`src/rtl/int_branch_resolve_unit_pkg.sv`:
```
// Shared types for the integer branch resolve unit: update-FIFO entry,
// recovery FSM states and the active-list age helper.
package int_branch_resolve_unit_pkg;

   localparam int PC_W    = 32;
   localparam int GHIST_W = 10;

   typedef struct packed {
      logic [PC_W-1:0]    pc;
      logic [PC_W-1:0]    next;
      logic               taken;
      logic               is_cond;
      logic [GHIST_W-1:0] ghist;
   } br_update_entry_t;

   typedef enum logic [1:0] {
      ST_IDLE = 2'd0,
      ST_REQ  = 2'd1,
      ST_WAIT = 2'd2
   } br_resolve_state_e;

   // Distance from the active-list head; smaller means older.
   function automatic logic [15:0] age_of(input logic [15:0] ptr,
                                          input logic [15:0] head,
                                          input int          width);
      logic [15:0] mask;
      mask = 16'((32'd1 << width) - 32'd1);
      return (ptr - head) & mask;
   endfunction

endpackage

```
`src/rtl/int_branch_resolve_unit_if.sv`:
```
// Branch-result, recovery and predictor-update bus of the resolve unit.
// master = surrounding pipeline, slave = resolve unit.
interface int_branch_resolve_unit_if
   import int_branch_resolve_unit_pkg::*;
#(
   parameter int LANES    = 2,
   parameter int AL_PTR_W = 6
) ();

   logic [LANES-1:0]                  br_valid;
   logic [LANES-1:0]                  br_mispred;
   logic [LANES-1:0][AL_PTR_W-1:0]    br_al_ptr;
   logic [LANES-1:0][PC_W-1:0]        br_pc;
   logic [LANES-1:0][PC_W-1:0]        br_next;
   logic [LANES-1:0]                  br_taken;
   logic [LANES-1:0]                  br_is_cond;
   logic [LANES-1:0][GHIST_W-1:0]     br_ghist;
   logic [AL_PTR_W-1:0]               al_head;
   logic                              rec_valid;
   logic [AL_PTR_W-1:0]               rec_al_ptr;
   logic [PC_W-1:0]                   rec_target;
   logic                              rec_ack;
   logic                              rec_done;
   logic                              upd_valid;
   br_update_entry_t                  upd_entry;
   logic                              upd_ready;
   logic                              stall_req;

   modport master (
      output br_valid, br_mispred, br_al_ptr, br_pc, br_next, br_taken,
             br_is_cond, br_ghist, al_head, rec_ack, rec_done, upd_ready,
      input  rec_valid, rec_al_ptr, rec_target, upd_valid, upd_entry, stall_req
   );

   modport slave (
      input  br_valid, br_mispred, br_al_ptr, br_pc, br_next, br_taken,
             br_is_cond, br_ghist, al_head, rec_ack, rec_done, upd_ready,
      output rec_valid, rec_al_ptr, rec_target, upd_valid, upd_entry, stall_req
   );

endinterface

```
`src/rtl/int_branch_resolve_unit_fifo.sv`:
```
// Multi-push / single-pop FIFO feeding the predictor updater, plus its
// overflow checker. Lanes are written in index order after the tail.
module br_update_fifo_chk #(
   parameter int PTR_W = 4,
   parameter int DEPTH = 8
) (
   input logic             clk,
   input logic             rst_n,
   input logic [PTR_W-1:0] count_i,
   input logic [PTR_W-1:0] push_cnt_i
);
   localparam logic [PTR_W-1:0] DEPTH_C = PTR_W'(DEPTH);

   no_overflow_a: assert property (@(posedge clk) disable iff (!rst_n)
      push_cnt_i <= DEPTH_C - count_i);
endmodule

module br_update_fifo #(
   parameter int  LANES   = 2,
   parameter int  DEPTH   = 8,
   parameter type entry_t = logic
) (
   input  logic             clk,
   input  logic             rst_n,
   input  logic [LANES-1:0] push_i,
   input  entry_t           push_data_i [LANES],
   input  logic             pop_i,
   output logic             valid_o,
   output entry_t           data_o,
   output logic             stall_o
);
   localparam int IDX_W = $clog2(DEPTH);
   localparam int PTR_W = IDX_W + 1;
   localparam logic [PTR_W-1:0] THRESH = PTR_W'(DEPTH - LANES);

   entry_t           mem_q [DEPTH];
   logic [PTR_W-1:0] wr_ptr_q, wr_ptr_d, rd_ptr_q, rd_ptr_d;
   logic [PTR_W-1:0] count_s, count_d, push_cnt_s;
   logic [PTR_W-1:0] slot_s [LANES];
   logic             valid_q, stall_q, pop_s;

   // Each pushing lane lands after every lower-numbered pushing lane.
   always_comb begin
      push_cnt_s = '0;
      for (int l = 0; l < LANES; l++) begin
         slot_s[l] = wr_ptr_q + push_cnt_s;
         if (push_i[l]) push_cnt_s = push_cnt_s + PTR_W'(1);
         else           push_cnt_s = push_cnt_s;
      end
   end

   assign pop_s    = pop_i & valid_q;
   assign count_s  = wr_ptr_q - rd_ptr_q;
   assign count_d  = count_s + push_cnt_s - PTR_W'(pop_s);
   assign wr_ptr_d = wr_ptr_q + push_cnt_s;
   assign rd_ptr_d = rd_ptr_q + PTR_W'(pop_s);

   // Pointers, storage and the registered valid/stall flags.
   always_ff @(posedge clk or negedge rst_n) begin
      if (!rst_n) begin
         wr_ptr_q <= '0;
         rd_ptr_q <= '0;
         valid_q  <= 1'b0;
         stall_q  <= 1'b0;
         for (int i = 0; i < DEPTH; i++) mem_q[i] <= '0;
      end else begin
         wr_ptr_q <= wr_ptr_d;
         rd_ptr_q <= rd_ptr_d;
         valid_q  <= (count_d != '0);
         stall_q  <= (count_d > THRESH);
         for (int l = 0; l < LANES; l++) begin
            if (push_i[l]) mem_q[slot_s[l][IDX_W-1:0]] <= push_data_i[l];
         end
      end
   end

   assign valid_o = valid_q;
   assign data_o  = mem_q[rd_ptr_q[IDX_W-1:0]];
   assign stall_o = stall_q;

   br_update_fifo_chk #(.PTR_W(PTR_W), .DEPTH(DEPTH)) u_chk (
      .clk        (clk),
      .rst_n      (rst_n),
      .count_i    (count_s),
      .push_cnt_i (push_cnt_s)
   );

endmodule

```
`src/rtl/int_branch_resolve_unit.sv`:
```
// Multi-lane branch resolution: oldest-mispredict select, recovery request
// FSM with one pending slot, and the predictor update FIFO.
module int_branch_resolve_unit
   import int_branch_resolve_unit_pkg::*;
#(
   parameter int LANES      = 2,
   parameter int AL_PTR_W   = 6,
   parameter int FIFO_DEPTH = 8
) (
   input logic                  clk,
   input logic                  rst_n,
   int_branch_resolve_unit_if.slave bus
);

   function automatic logic [AL_PTR_W-1:0] age(input logic [AL_PTR_W-1:0] p,
                                               input logic [AL_PTR_W-1:0] h);
      return AL_PTR_W'(age_of(16'(p), 16'(h), AL_PTR_W));
   endfunction

   br_resolve_state_e   state_q;
   logic                rec_valid_q, pend_valid_q;
   logic [AL_PTR_W-1:0] req_ptr_q, pend_ptr_q;
   logic [PC_W-1:0]     req_tgt_q, pend_tgt_q;

   logic                sel_valid_s, sel_older_req_s, sel_keep_s;
   logic [AL_PTR_W-1:0] sel_ptr_s, sel_age_s;
   logic [PC_W-1:0]     sel_tgt_s;
   br_update_entry_t    push_data_s [LANES];
   logic                upd_valid_s, stall_s;
   br_update_entry_t    upd_entry_s;

   // Oldest mispredict across lanes; strict compare keeps the lowest lane on ties.
   always_comb begin
      sel_valid_s = 1'b0;
      sel_ptr_s   = '0;
      sel_age_s   = '0;
      sel_tgt_s   = '0;
      for (int l = 0; l < LANES; l++) begin
         if (bus.br_valid[l] && bus.br_mispred[l] &&
             (!sel_valid_s || (age(bus.br_al_ptr[l], bus.al_head) < sel_age_s))) begin
            sel_valid_s = 1'b1;
            sel_ptr_s   = bus.br_al_ptr[l];
            sel_age_s   = age(bus.br_al_ptr[l], bus.al_head);
            sel_tgt_s   = bus.br_next[l];
         end else begin
            sel_valid_s = sel_valid_s;
         end
      end
   end

   assign sel_older_req_s = sel_valid_s && (sel_age_s < age(req_ptr_q, bus.al_head));
   assign sel_keep_s      = sel_older_req_s &&
                            (!pend_valid_q || (sel_age_s < age(pend_ptr_q, bus.al_head)));

   // Recovery FSM; the held request is also the registered output.
   always_ff @(posedge clk or negedge rst_n) begin
      if (!rst_n) begin
         state_q      <= ST_IDLE;
         rec_valid_q  <= 1'b0;
         req_ptr_q    <= '0;
         req_tgt_q    <= '0;
         pend_valid_q <= 1'b0;
         pend_ptr_q   <= '0;
         pend_tgt_q   <= '0;
      end else begin
         case (state_q)
            ST_IDLE: begin
               if (sel_valid_s) begin
                  req_ptr_q   <= sel_ptr_s;
                  req_tgt_q   <= sel_tgt_s;
                  rec_valid_q <= 1'b1;
                  state_q     <= ST_REQ;
               end
            end
            ST_REQ: begin
               if (bus.rec_ack) begin
                  rec_valid_q <= 1'b0;
                  state_q     <= ST_WAIT;
                  if (sel_older_req_s) begin
                     pend_valid_q <= 1'b1;
                     pend_ptr_q   <= sel_ptr_s;
                     pend_tgt_q   <= sel_tgt_s;
                  end
               end else if (sel_older_req_s) begin
                  req_ptr_q <= sel_ptr_s;
                  req_tgt_q <= sel_tgt_s;
               end
            end
            ST_WAIT: begin
               if (bus.rec_done) begin
                  pend_valid_q <= 1'b0;
                  if (sel_keep_s) begin
                     req_ptr_q   <= sel_ptr_s;
                     req_tgt_q   <= sel_tgt_s;
                     rec_valid_q <= 1'b1;
                     state_q     <= ST_REQ;
                  end else if (pend_valid_q) begin
                     req_ptr_q   <= pend_ptr_q;
                     req_tgt_q   <= pend_tgt_q;
                     rec_valid_q <= 1'b1;
                     state_q     <= ST_REQ;
                  end else begin
                     state_q <= ST_IDLE;
                  end
               end else if (sel_keep_s) begin
                  pend_valid_q <= 1'b1;
                  pend_ptr_q   <= sel_ptr_s;
                  pend_tgt_q   <= sel_tgt_s;
               end
            end
            default: begin
               state_q      <= ST_IDLE;
               rec_valid_q  <= 1'b0;
               pend_valid_q <= 1'b0;
            end
         endcase
      end
   end

   // Pack each lane's result into an update entry.
   always_comb begin
      for (int l = 0; l < LANES; l++) begin
         push_data_s[l] = '{pc: bus.br_pc[l], next: bus.br_next[l],
                            taken: bus.br_taken[l], is_cond: bus.br_is_cond[l],
                            ghist: bus.br_ghist[l]};
      end
   end

   br_update_fifo #(
      .LANES   (LANES),
      .DEPTH   (FIFO_DEPTH),
      .entry_t (br_update_entry_t)
   ) u_fifo (
      .clk         (clk),
      .rst_n       (rst_n),
      .push_i      (bus.br_valid),
      .push_data_i (push_data_s),
      .pop_i       (bus.upd_ready),
      .valid_o     (upd_valid_s),
      .data_o      (upd_entry_s),
      .stall_o     (stall_s)
   );

   assign bus.rec_valid  = rec_valid_q;
   assign bus.rec_al_ptr = req_ptr_q;
   assign bus.rec_target = req_tgt_q;
   assign bus.upd_valid  = upd_valid_s;
   assign bus.upd_entry  = upd_entry_s;
   assign bus.stall_req  = stall_s;

endmodule

```
`src/flat_wrapper.sv`:
```
// flat-port wrapper written by rule: the top's interface ports become plain ports
module int_branch_resolve_unit_flat import int_branch_resolve_unit_pkg::*;
#(
   parameter int LANES      = 2,
   parameter int AL_PTR_W   = 6,
   parameter int FIFO_DEPTH = 8
)
  (clk, rst_n, bus_br_valid, bus_br_mispred, bus_br_al_ptr, bus_br_pc, bus_br_next, bus_br_taken, bus_br_is_cond, bus_br_ghist, bus_al_head, bus_rec_ack, bus_rec_done, bus_upd_ready, bus_rec_valid, bus_rec_al_ptr, bus_rec_target, bus_upd_valid, bus_upd_entry, bus_stall_req);
  int_branch_resolve_unit_if #(.LANES(LANES), .AL_PTR_W(AL_PTR_W)) bus_i ();
  input logic clk;
  input logic rst_n;
  input wire logic [$bits(bus_i.br_valid)-1:0] bus_br_valid;
  input wire logic [$bits(bus_i.br_mispred)-1:0] bus_br_mispred;
  input wire logic [$bits(bus_i.br_al_ptr)-1:0] bus_br_al_ptr;
  input wire logic [$bits(bus_i.br_pc)-1:0] bus_br_pc;
  input wire logic [$bits(bus_i.br_next)-1:0] bus_br_next;
  input wire logic [$bits(bus_i.br_taken)-1:0] bus_br_taken;
  input wire logic [$bits(bus_i.br_is_cond)-1:0] bus_br_is_cond;
  input wire logic [$bits(bus_i.br_ghist)-1:0] bus_br_ghist;
  input wire logic [$bits(bus_i.al_head)-1:0] bus_al_head;
  input wire logic [$bits(bus_i.rec_ack)-1:0] bus_rec_ack;
  input wire logic [$bits(bus_i.rec_done)-1:0] bus_rec_done;
  input wire logic [$bits(bus_i.upd_ready)-1:0] bus_upd_ready;
  output wire logic [$bits(bus_i.rec_valid)-1:0] bus_rec_valid;
  output wire logic [$bits(bus_i.rec_al_ptr)-1:0] bus_rec_al_ptr;
  output wire logic [$bits(bus_i.rec_target)-1:0] bus_rec_target;
  output wire logic [$bits(bus_i.upd_valid)-1:0] bus_upd_valid;
  output wire logic [$bits(bus_i.upd_entry)-1:0] bus_upd_entry;
  output wire logic [$bits(bus_i.stall_req)-1:0] bus_stall_req;
  assign bus_i.br_valid = bus_br_valid;
  assign bus_i.br_mispred = bus_br_mispred;
  assign bus_i.br_al_ptr = bus_br_al_ptr;
  assign bus_i.br_pc = bus_br_pc;
  assign bus_i.br_next = bus_br_next;
  assign bus_i.br_taken = bus_br_taken;
  assign bus_i.br_is_cond = bus_br_is_cond;
  assign bus_i.br_ghist = bus_br_ghist;
  assign bus_i.al_head = bus_al_head;
  assign bus_i.rec_ack = bus_rec_ack;
  assign bus_i.rec_done = bus_rec_done;
  assign bus_i.upd_ready = bus_upd_ready;
  assign bus_rec_valid = bus_i.rec_valid;
  assign bus_rec_al_ptr = bus_i.rec_al_ptr;
  assign bus_rec_target = bus_i.rec_target;
  assign bus_upd_valid = bus_i.upd_valid;
  assign bus_upd_entry = bus_i.upd_entry;
  assign bus_stall_req = bus_i.stall_req;
  int_branch_resolve_unit #(.LANES(LANES), .AL_PTR_W(AL_PTR_W), .FIFO_DEPTH(FIFO_DEPTH)) u_core (.clk(clk), .rst_n(rst_n), .bus(bus_i));
endmodule
```
`config.mk`:
```
export PLATFORM = sky130hd
export DESIGN_NAME = int_branch_resolve_unit_flat
export DESIGN_NICKNAME = d
export VERILOG_FILES = /design/src/rtl/int_branch_resolve_unit_pkg.sv /design/src/rtl/int_branch_resolve_unit_if.sv /design/src/rtl/int_branch_resolve_unit_fifo.sv /design/src/rtl/int_branch_resolve_unit.sv /design/src/flat_wrapper.sv
export SDC_FILE = /design/constraint.sdc
export NUM_CORES = 2
export LEC_CHECK = 0
export ABC_CLOCK_PERIOD_IN_PS = 5900
export BUFFER_PORTS_ARGS = -buffer_cell sky130_fd_sc_hd__buf_2
export CAP_MARGIN = 15
export CORE_MARGIN = 2
export CORE_UTILIZATION = 66
export CTS_BUF_LIST = sky130_fd_sc_hd__clkbuf_16
export CTS_CLUSTER_DIAMETER = 200
export DETAILED_ROUTE_END_ITERATION = 10
export PLACE_DENSITY = 0.86
export SETUP_SLACK_MARGIN = 0.3
export SYNTH_ARGS = -nofsm -noshare
export SYNTH_HDL_FRONTEND = slang
export SYNTH_SLANG_ARGS = --single-unit
```
`constraint.sdc`:
```
create_clock -name clk -period 5.9 [get_ports clk]
set_input_delay 0.295 -clock clk [delete_from_list [all_inputs] [get_ports clk]]
set_output_delay 0.295 -clock clk [all_outputs]
set_load 0.005 [all_outputs]
```
; ---- Yosys cells after proc, flatten, opt, wreduce, memory -nomap -nowiden
; Cells that the tools add are included.
[word_totals]
in_bits = 179
output_inout_bits = 117
wordCells = 167
register_bits = 698
[op_classes]
n_reduce_logical = 20
order_cmp = 9
addsub = 11
n_eq_ne = 11
muxes = 60
bitwise = 5
[op_table]
columns = cell, count
row1 = $bwmux W608, 2
row2 = $mux W608, 2
row3 = $demux W76 S3, 2
row4 = $mux W32, 11
row5 = $mux W76, 4
row6 = $bmux W76 S3, 1
row7 = $pmux W32 S3, 1
row8 = $mux W6, 13
row9 = $pmux W32 S2, 1
row10 = $sub A6 B6 Y6, 4
row11 = $lt A6 B6 Y1, 3
row12 = $pmux W6 S3, 1
row13 = $mux W1, 13
row14 = $ge A4 B4 Y1 const B, 3
row15 = $not A3 Y4, 3
row16 = $pmux W6 S2, 1
row17 = $add A4 B4 Y4, 2
row18 = $lt A4 B1 Y1 const B, 2
row19 = $mux W2, 4
row20 = $ne A2 B2 Y1 const B, 4
row21 = $reduce_and A4 Y1, 2
row22 = $logic_and A1 B1 Y1, 7
row23 = $ne A2 B1 Y1 const B, 3
row24 = $pmux W1 S3, 2
row25 = other kinds (23), 25

; ---- Depth between registers and ports, before layout
[depth]
depth_word = 12
depth_mapped = 27
mapped_depth_nobuf = 23

; ---- By module
; A second synthesis with hierarchy kept.
[unflattened]
hier_cells = 2837
area_unflattened_um2 = 40532.6
[by_module_without_submodules]
columns = module, area_each_um2, cells_per_inst, n_inst
row1 = br_update_fifo, 34904.7, 2308, 1
row2 = int_branch_resolve_unit, 5627.9, 529, 1

; ---- Worst setup path after synthesis
; No wires, ideal clock.
[synth_timing]
path_type = input to register
from = input port bus_al_head[1]
to = register u_core.pend_tgt_q[11]
setup_time_ns = 0.125
arrival_time_ns = 5.128
slack_ns = 0.647
cell_stages = 24
required_time_ns = 5.775
cell_sequence = inv_1 ha_1 nand3b_1 nand2_1 a21o_1 a21oi_1 xnor2_1 nand2_1 ha_1 a211oi_2 o211ai_1 a31oi_4 clkbuf_1 clkbuf_1 o21ai_0 ha_1 a221oi_1 o21ai_0 o22ai_2 nand3b_1 a21oi_2 buf_6 buf_8 mux2_4
[synth_via]
elab_chain_len = 11
elab_cells_between_ends = 24
cone_classes = add/sub (4) / order compare (3) / eq/ne (2) / mux (9) / reduce/logical (6)
[synth_rtl]
columns = element, line_no
row1 = start: declaration, flat_wrapper.sv:20  ; input wire logic [$bits(bus_i.al_head)-1:0] bus_al_head;
row2 = $sub A6 B6 Y6, n/a
row3 = $mux W6, int_branch_resolve_unit.sv:39  ; if (bus.br_valid[l] && bus.br_mispred[l] &&
row4 = $lt A6 B6 Y1, int_branch_resolve_unit.sv:40  ; (!sel_valid_s || (age(bus.br_al_ptr[l], bus.al_head) < sel_age_s))) begin
row5 = $logic_or A1 B1 Y1, int_branch_resolve_unit.sv:40
row6 = $logic_and A1 B1 Y1, int_branch_resolve_unit.sv:39
row7 = $mux W6, int_branch_resolve_unit.sv:39
row8 = $lt A6 B6 Y1 (on tied branches), "int_branch_resolve_unit.sv:51, int_branch_resolve_unit.sv:53"
row9 = $logic_and A1 B1 Y1 / $logic_or A1 B1 Y1 (equally long branches), "int_branch_resolve_unit.sv:51, int_branch_resolve_unit.sv:53"
row10 = $logic_and A1 B1 Y1, int_branch_resolve_unit.sv:52  ; assign sel_keep_s = sel_older_req_s &&
row11 = $ne A2 B1 Y1 (no source line), n/a
row12 = $reduce_and A5 Y1 (no source line), n/a
row13 = end signal: assignment, int_branch_resolve_unit.sv:82  ; pend_tgt_q <= sel_tgt_s;
row14 = end signal: assignment, int_branch_resolve_unit.sv:108  ; pend_tgt_q <= sel_tgt_s;
row15 = end: declaration, int_branch_resolve_unit.sv:23  ; logic [PC_W-1:0] req_tgt_q, pend_tgt_q;
; Several ways; a longest one is shown, not always the timed one. The select of a mux whose other input is x is not followed.
; A chain may end at the register's enable or synchronous reset.

; ---- Final worst setup path
[layout_timing]
from = input port bus_al_head[1]
to = register u_core.pend_tgt_q[31]
; Same word-level chain as after synthesis.

==> impl_metrics.xml <==
<?xml version="1.0" encoding="UTF-8"?>
<metrics>
  <group name="run_status">
    <metric name="status" unit="">completed</metric>
  </group>
  <group name="cts">
    <metric name="clkSlewWorstSetupHoldPaths" unit="ps">60</metric>
    <metric name="max-clock-path-buffers" unit="">3</metric>
    <metric name="clock_sinks" unit="">698</metric>
    <metric name="cts_post_setup_buffers_inserted" unit="">0</metric>
    <metric name="ctsRootBufferMaster" unit="">sky130_fd_sc_hd__clkbuf_16</metric>
    <metric name="clk-insertion-delay-late" unit="ps">630</metric>
    <metric name="clock_buffer_count_from_cts" unit="">75</metric>
    <metric name="cts_tree" unit="">yes</metric>
    <metric name="clock_tree.htree_level_count" unit="">3</metric>
  </group>
  <group name="drt">
    <metric name="detailed_router_s_first_iteration_violation_count" unit="">3073</metric>
    <metric name="wirelength" unit="um">108000</metric>
    <metric name="detailedRoute.firstPassIterationCount" unit="">6</metric>
    <metric name="drt-vias-per-instance" unit="">6.46</metric>
    <metric name="wl_per_cell" unit="um">23.4</metric>
    <metric name="detailed_route_via_count" unit="">29700</metric>
    <metric name="remaining_drc_errors" unit="">0</metric>
    <metric name="drtAntennaViolNets" unit="">0</metric>
  </group>
  <group name="sta">
    <metric name="max_freq" unit="MHz">195</metric>
    <metric name="totalNegativeSetupSlack" unit="ps">0</metric>
    <metric name="clock_skew" unit="ps">25.0</metric>
    <metric name="final-max-slew-violation-count" unit="">0</metric>
    <metric name="hold_viol_final" unit="">0</metric>
    <metric name="final-setup-viol-count" unit="">0</metric>
    <metric name="tightestPinTransition" unit="ps">1200</metric>
    <metric name="rsz0062_at_grt" unit="">no</metric>
    <metric name="max-slew-margin-rel" unit="%">19.8</metric>
    <metric name="finalWorstPathRequiredPeriod" unit="ps">5120</metric>
    <metric name="fin_crit_sh" unit="%">86.8</metric>
  </group>
  <group name="synth">
    <metric name="synth_edf_count" unit="">0</metric>
    <metric name="mappedNetlistNets" unit="">3937</metric>
    <metric name="synth_area_per_inst" unit="um2">10.4</metric>
    <metric name="yosysSeqAreaShare" unit="%">45.3</metric>
    <metric name="number_of_different_library_cells_in_the_post_synthesis_netlist" unit="">52</metric>
    <metric name="netlist_instances" unit="">3700</metric>
    <metric name="syn-cell-area" unit="mm2">0.0386</metric>
    <metric name="ys_ff_latch" unit="">698</metric>
    <metric name="synth_top_area_share" unit="%">45.3</metric>
    <metric name="synth.yosys.warnings" unit="">0</metric>
    <metric name="async_reset_ff_share" unit="%">100</metric>
    <metric name="synthDominantAreaCellType" unit="">sky130_fd_sc_hd__dfrtp_1</metric>
    <metric name="synth.top_cells.by_area" unit="">sky130_fd_sc_hd__dfrtp_1, sky130_fd_sc_hd__mux2i_1, sky130_fd_sc_hd__mux4_2</metric>
    <metric name="synth_ff_type" unit="">sky130_fd_sc_hd__dfrtp_1</metric>
  </group>
  <group name="global_route">
    <metric name="grt_start_max_net_pins" unit="">163</metric>
    <metric name="total_congestion_overflow_after_global_routing" unit="">0</metric>
    <metric name="track_usage" unit="%">36.0</metric>
    <metric name="grt_pass1_vias" unit="">30300</metric>
    <metric name="antenna_found_initial" unit="">23</metric>
    <metric name="global_route_wire_length_before_repair" unit="um">168000</metric>
  </group>
  <group name="die">
    <metric name="floorplan.rows" unit="">88</metric>
    <metric name="io-pin-count" unit="">296</metric>
    <metric name="die_area" unit="mm2">0.0604</metric>
    <metric name="die_width" unit="um">246</metric>
    <metric name="height_of_the_chip" unit="um">246</metric>
    <metric name="placeableCoreArea" unit="mm2">0.0578</metric>
    <metric name="floorplan.initialDensity" unit="%">66.8</metric>
  </group>
  <group name="placed_design">
    <metric name="portbufs" unit="">295</metric>
    <metric name="standard_cell_area_after_detailed_placement" unit="mm2">0.0399</metric>
    <metric name="post-dp-hpwl" unit="um">60100</metric>
    <metric name="gp_congestion" unit="">0.875</metric>
  </group>
  <group name="power">
    <metric name="powerDensity" unit="mW/mm2">576</metric>
    <metric name="ir_drop" unit="mV">0.405</metric>
    <metric name="static-leakage-power" unit="nW">19.5</metric>
  </group>
  <group name="worst_setup_path">
    <metric name="worstPathMaxFanout" unit="">57</metric>
    <metric name="worst_setup_path_end_kind" unit="">flip-flop</metric>
    <metric name="critPathLaunchType" unit="">primary input</metric>
    <metric name="worst_ep_required_time" unit="ps">6400</metric>
    <metric name="timing.critical_path.max_delay_family" unit="">compound AO/OA/AOI/OAI gates</metric>
    <metric name="crit_buf_inv" unit="">5</metric>
    <metric name="cpPeakStageDelay" unit="ps">560</metric>
    <metric name="crit_chain" unit="">buf_2 -&gt; inv_1 -&gt; ha_1 -&gt; nand3b_1 -&gt; nand2_1 -&gt; a21o_1 -&gt; a21oi_1 -&gt; xnor2_1 -&gt; nand2_1 -&gt; ha_1 -&gt; a211oi_2 -&gt; o211ai_1 -&gt; a31oi_4 -&gt; buf_4 -&gt; o21ai_0 -&gt; ha_1 -&gt; o21ai_0 -&gt; a21oi_1 -&gt; o22ai_2 -&gt; buf_4 -&gt; a31oi_1 -&gt; a21oi_4 -&gt; buf_4 -&gt; mux2_2</metric>
    <metric name="critical_path_arrival" unit="ps">5620</metric>
    <metric name="criticalPathCategory" unit="">in2reg</metric>
    <metric name="critical_path.slowest_cell" unit="">sky130_fd_sc_hd__buf_4</metric>
  </group>
  <group name="final_layout">
    <metric name="layout-drive-gt1-share" unit="%">19.4</metric>
    <metric name="final_nets" unit="">4002</metric>
    <metric name="syn_to_layout_area_delta" unit="%">11.4</metric>
    <metric name="final_design_area_no_fill" unit="mm2">0.0430</metric>
  </group>
  <group name="worst_hold_path">
    <metric name="hold_path.class" unit="">in2reg</metric>
  </group>
  <group name="flow_run">
    <metric name="drv.max_cap_violation_count" unit="">0</metric>
  </group>
</metrics>
[repair_timing]
action | 4_1_cts | 5_1_grt
endpoints found under the setup margin | 0 | 0
hold buffers | 64 | 0
resized for setup | 0 | 0
hold endpoints to repair | 359 | 0
[cells by family after synthesis]
logic type	share of synthesized area [%]
AOI/OAI and AO/OA	10.1
xor gates and xnor gates	0.658
adders and majority gates	2.06
buffers and inverters	4.71
DFF	45.3
muxes	29.2
and+or+nand+nor	8.04
[metal layers]
metal	track usage, %	up-vias	wire length, um
met5	0	-	122
met1	47.3	14700	41400
met2	57.4	1658	51700
li1	-	13000	-
met3	7.90	337	9990
met4	16.9	20	4390
[worst min-delay path, stage by stage]
cell and delay (ps):
sky130_fd_sc_hd__buf_2 160, sky130_fd_sc_hd__nand2_1 60, sky130_fd_sc_hd__o21ai_0 60
[cell type report]
type / count / area, um2
diodes: 12 / 30.0
fillers: 3766 / 14800
inverters: 29 / 109
clock buffers: 77 / 1930
well taps: 765 / 957
clock inverters: 56 / 494
repair buffers: 411 / 2610
flip-flops and latches: 698 / 17500
multi-input cells: 2550 / 19400
[placed cells by master (no fill, tap or decap), drive strengths merged, types with 8 or more instances in the layout]
| master | synthesis | routed |
|---|---|---|
| clkinv | 0 | 24 |
| clkbuf | 354 | 77 |
| a21oi | 326 | 326 |
| nand2 | 441 | 441 |
| nor3 | 8 | 8 |
| xor2 | 9 | 9 |
| diode | 0 | 12 |
| fa | 9 | 9 |
| nor2 | 316 | 316 |
| mux4 | 152 | 152 |
| mux2i | 647 | 647 |
| ha | 49 | 49 |
| buf | 69 | 347 |
| mux2 | 115 | 115 |
| inv | 29 | 50 |
| dlygate4sd3 | 0 | 64 |
| o21ai | 393 | 393 |
| bufinv | 0 | 8 |
| dfrtp | 698 | 698 |
| xnor2 | 20 | 20 |
[cells in the mapped netlist, types with 2 or more instances]
cell / instances
sky130_fd_sc_hd__a21o_1: 6
sky130_fd_sc_hd__a21oi_1: 325
sky130_fd_sc_hd__a31oi_1: 3
sky130_fd_sc_hd__buf_1: 49
sky130_fd_sc_hd__buf_2: 14
sky130_fd_sc_hd__buf_6: 3
sky130_fd_sc_hd__buf_8: 2
sky130_fd_sc_hd__clkbuf_1: 310
sky130_fd_sc_hd__clkbuf_2: 44
sky130_fd_sc_hd__dfrtp_1: 698
sky130_fd_sc_hd__fa_1: 9
sky130_fd_sc_hd__ha_1: 49
sky130_fd_sc_hd__inv_1: 29
sky130_fd_sc_hd__mux2_2: 94
sky130_fd_sc_hd__mux2_4: 21
sky130_fd_sc_hd__mux2i_1: 647
sky130_fd_sc_hd__mux4_2: 152
sky130_fd_sc_hd__nand2_1: 441
sky130_fd_sc_hd__nand2b_1: 3
sky130_fd_sc_hd__nand3_1: 6
sky130_fd_sc_hd__nand3b_1: 3
sky130_fd_sc_hd__nand4_1: 6
sky130_fd_sc_hd__nor2_1: 316
sky130_fd_sc_hd__nor2b_1: 5
sky130_fd_sc_hd__nor3_1: 8
sky130_fd_sc_hd__nor3b_1: 4
sky130_fd_sc_hd__o211ai_1: 5
sky130_fd_sc_hd__o21a_1: 3
sky130_fd_sc_hd__o21ai_0: 392
sky130_fd_sc_hd__o311ai_0: 2
sky130_fd_sc_hd__o31ai_1: 2
sky130_fd_sc_hd__or3_1: 2
sky130_fd_sc_hd__xnor2_1: 20
sky130_fd_sc_hd__xor2_1: 9
[report_power, final]
group	leakage, nW	switching [mW]	internal (mW)
clock	1.24	1.99	2.72
sequential	8.36	1.62	7.17
combinational	9.89	5.72	5.57
[stage by stage]
stage | util (%) | instances | total power [mW] | worst slack (ps) | hold slack (ps)
floorplan | - | 3700 | 16.4 | 647 | -0.591
global placement | 69.0 | 4389 | 19.2 | 357 | 387
detailed placement | 69.0 | 4389 | 19.8 | 250 | 379
CTS | 74.3 | 4586 | 24.6 | 840 | 0.738
global route | 74.4 | 4597 | 26.2 | 426 | 19.4
finish | 74.4 | 4598 | 24.8 | 780 | 23.9
[path summary, 6_finish.rpt]
path / endpoint / startpoint / depth (start not counted) / slack (ps)
setup / recovery: u_core.pend_tgt_q[31]$_DFFE_PN0P_ / bus_al_head[1] / 24 / 780
hold reg to reg: u_core.bus.rec_target[7]$_DFFE_PN0P_ / u_core.bus.rec_target[7]$_DFFE_PN0P_ / 2 / 480
hold / removal: u_core.u_fifo.mem_q[202]$_DFF_PN0_ / bus_br_pc[38] / 3 / 20
max in group asynchronous: u_core.u_fifo.mem_q[348]$_DFF_PN0_ / rst_n / 3 / 4190
min in group asynchronous: u_core.u_fifo.mem_q[214]$_DFF_PN0_ / rst_n / 2 / 280
setup reg to reg: u_core.pend_tgt_q[31]$_DFFE_PN0P_ / u_core.bus.rec_al_ptr[1]$_DFFE_PN0P_ / 16 / 1580
[sequential cells by signal, indices dropped and copies added, names as in the netlist]
signal / flops
u_core.u_fifo.mem_q: 608
u_core.bus.rec_target: 32
u_core.pend_tgt_q: 32
u_core.bus.rec_al_ptr: 6
u_core.pend_ptr_q: 6
u_core.u_fifo.rd_ptr_q: 4
u_core.u_fifo.wr_ptr_q: 4
u_core.state_q: 2
u_core.bus.rec_valid: 1
u_core.pend_valid_q: 1
u_core.u_fifo.stall_o: 1
u_core.u_fifo.valid_o: 1
Power figures use the tool's default switching activity.
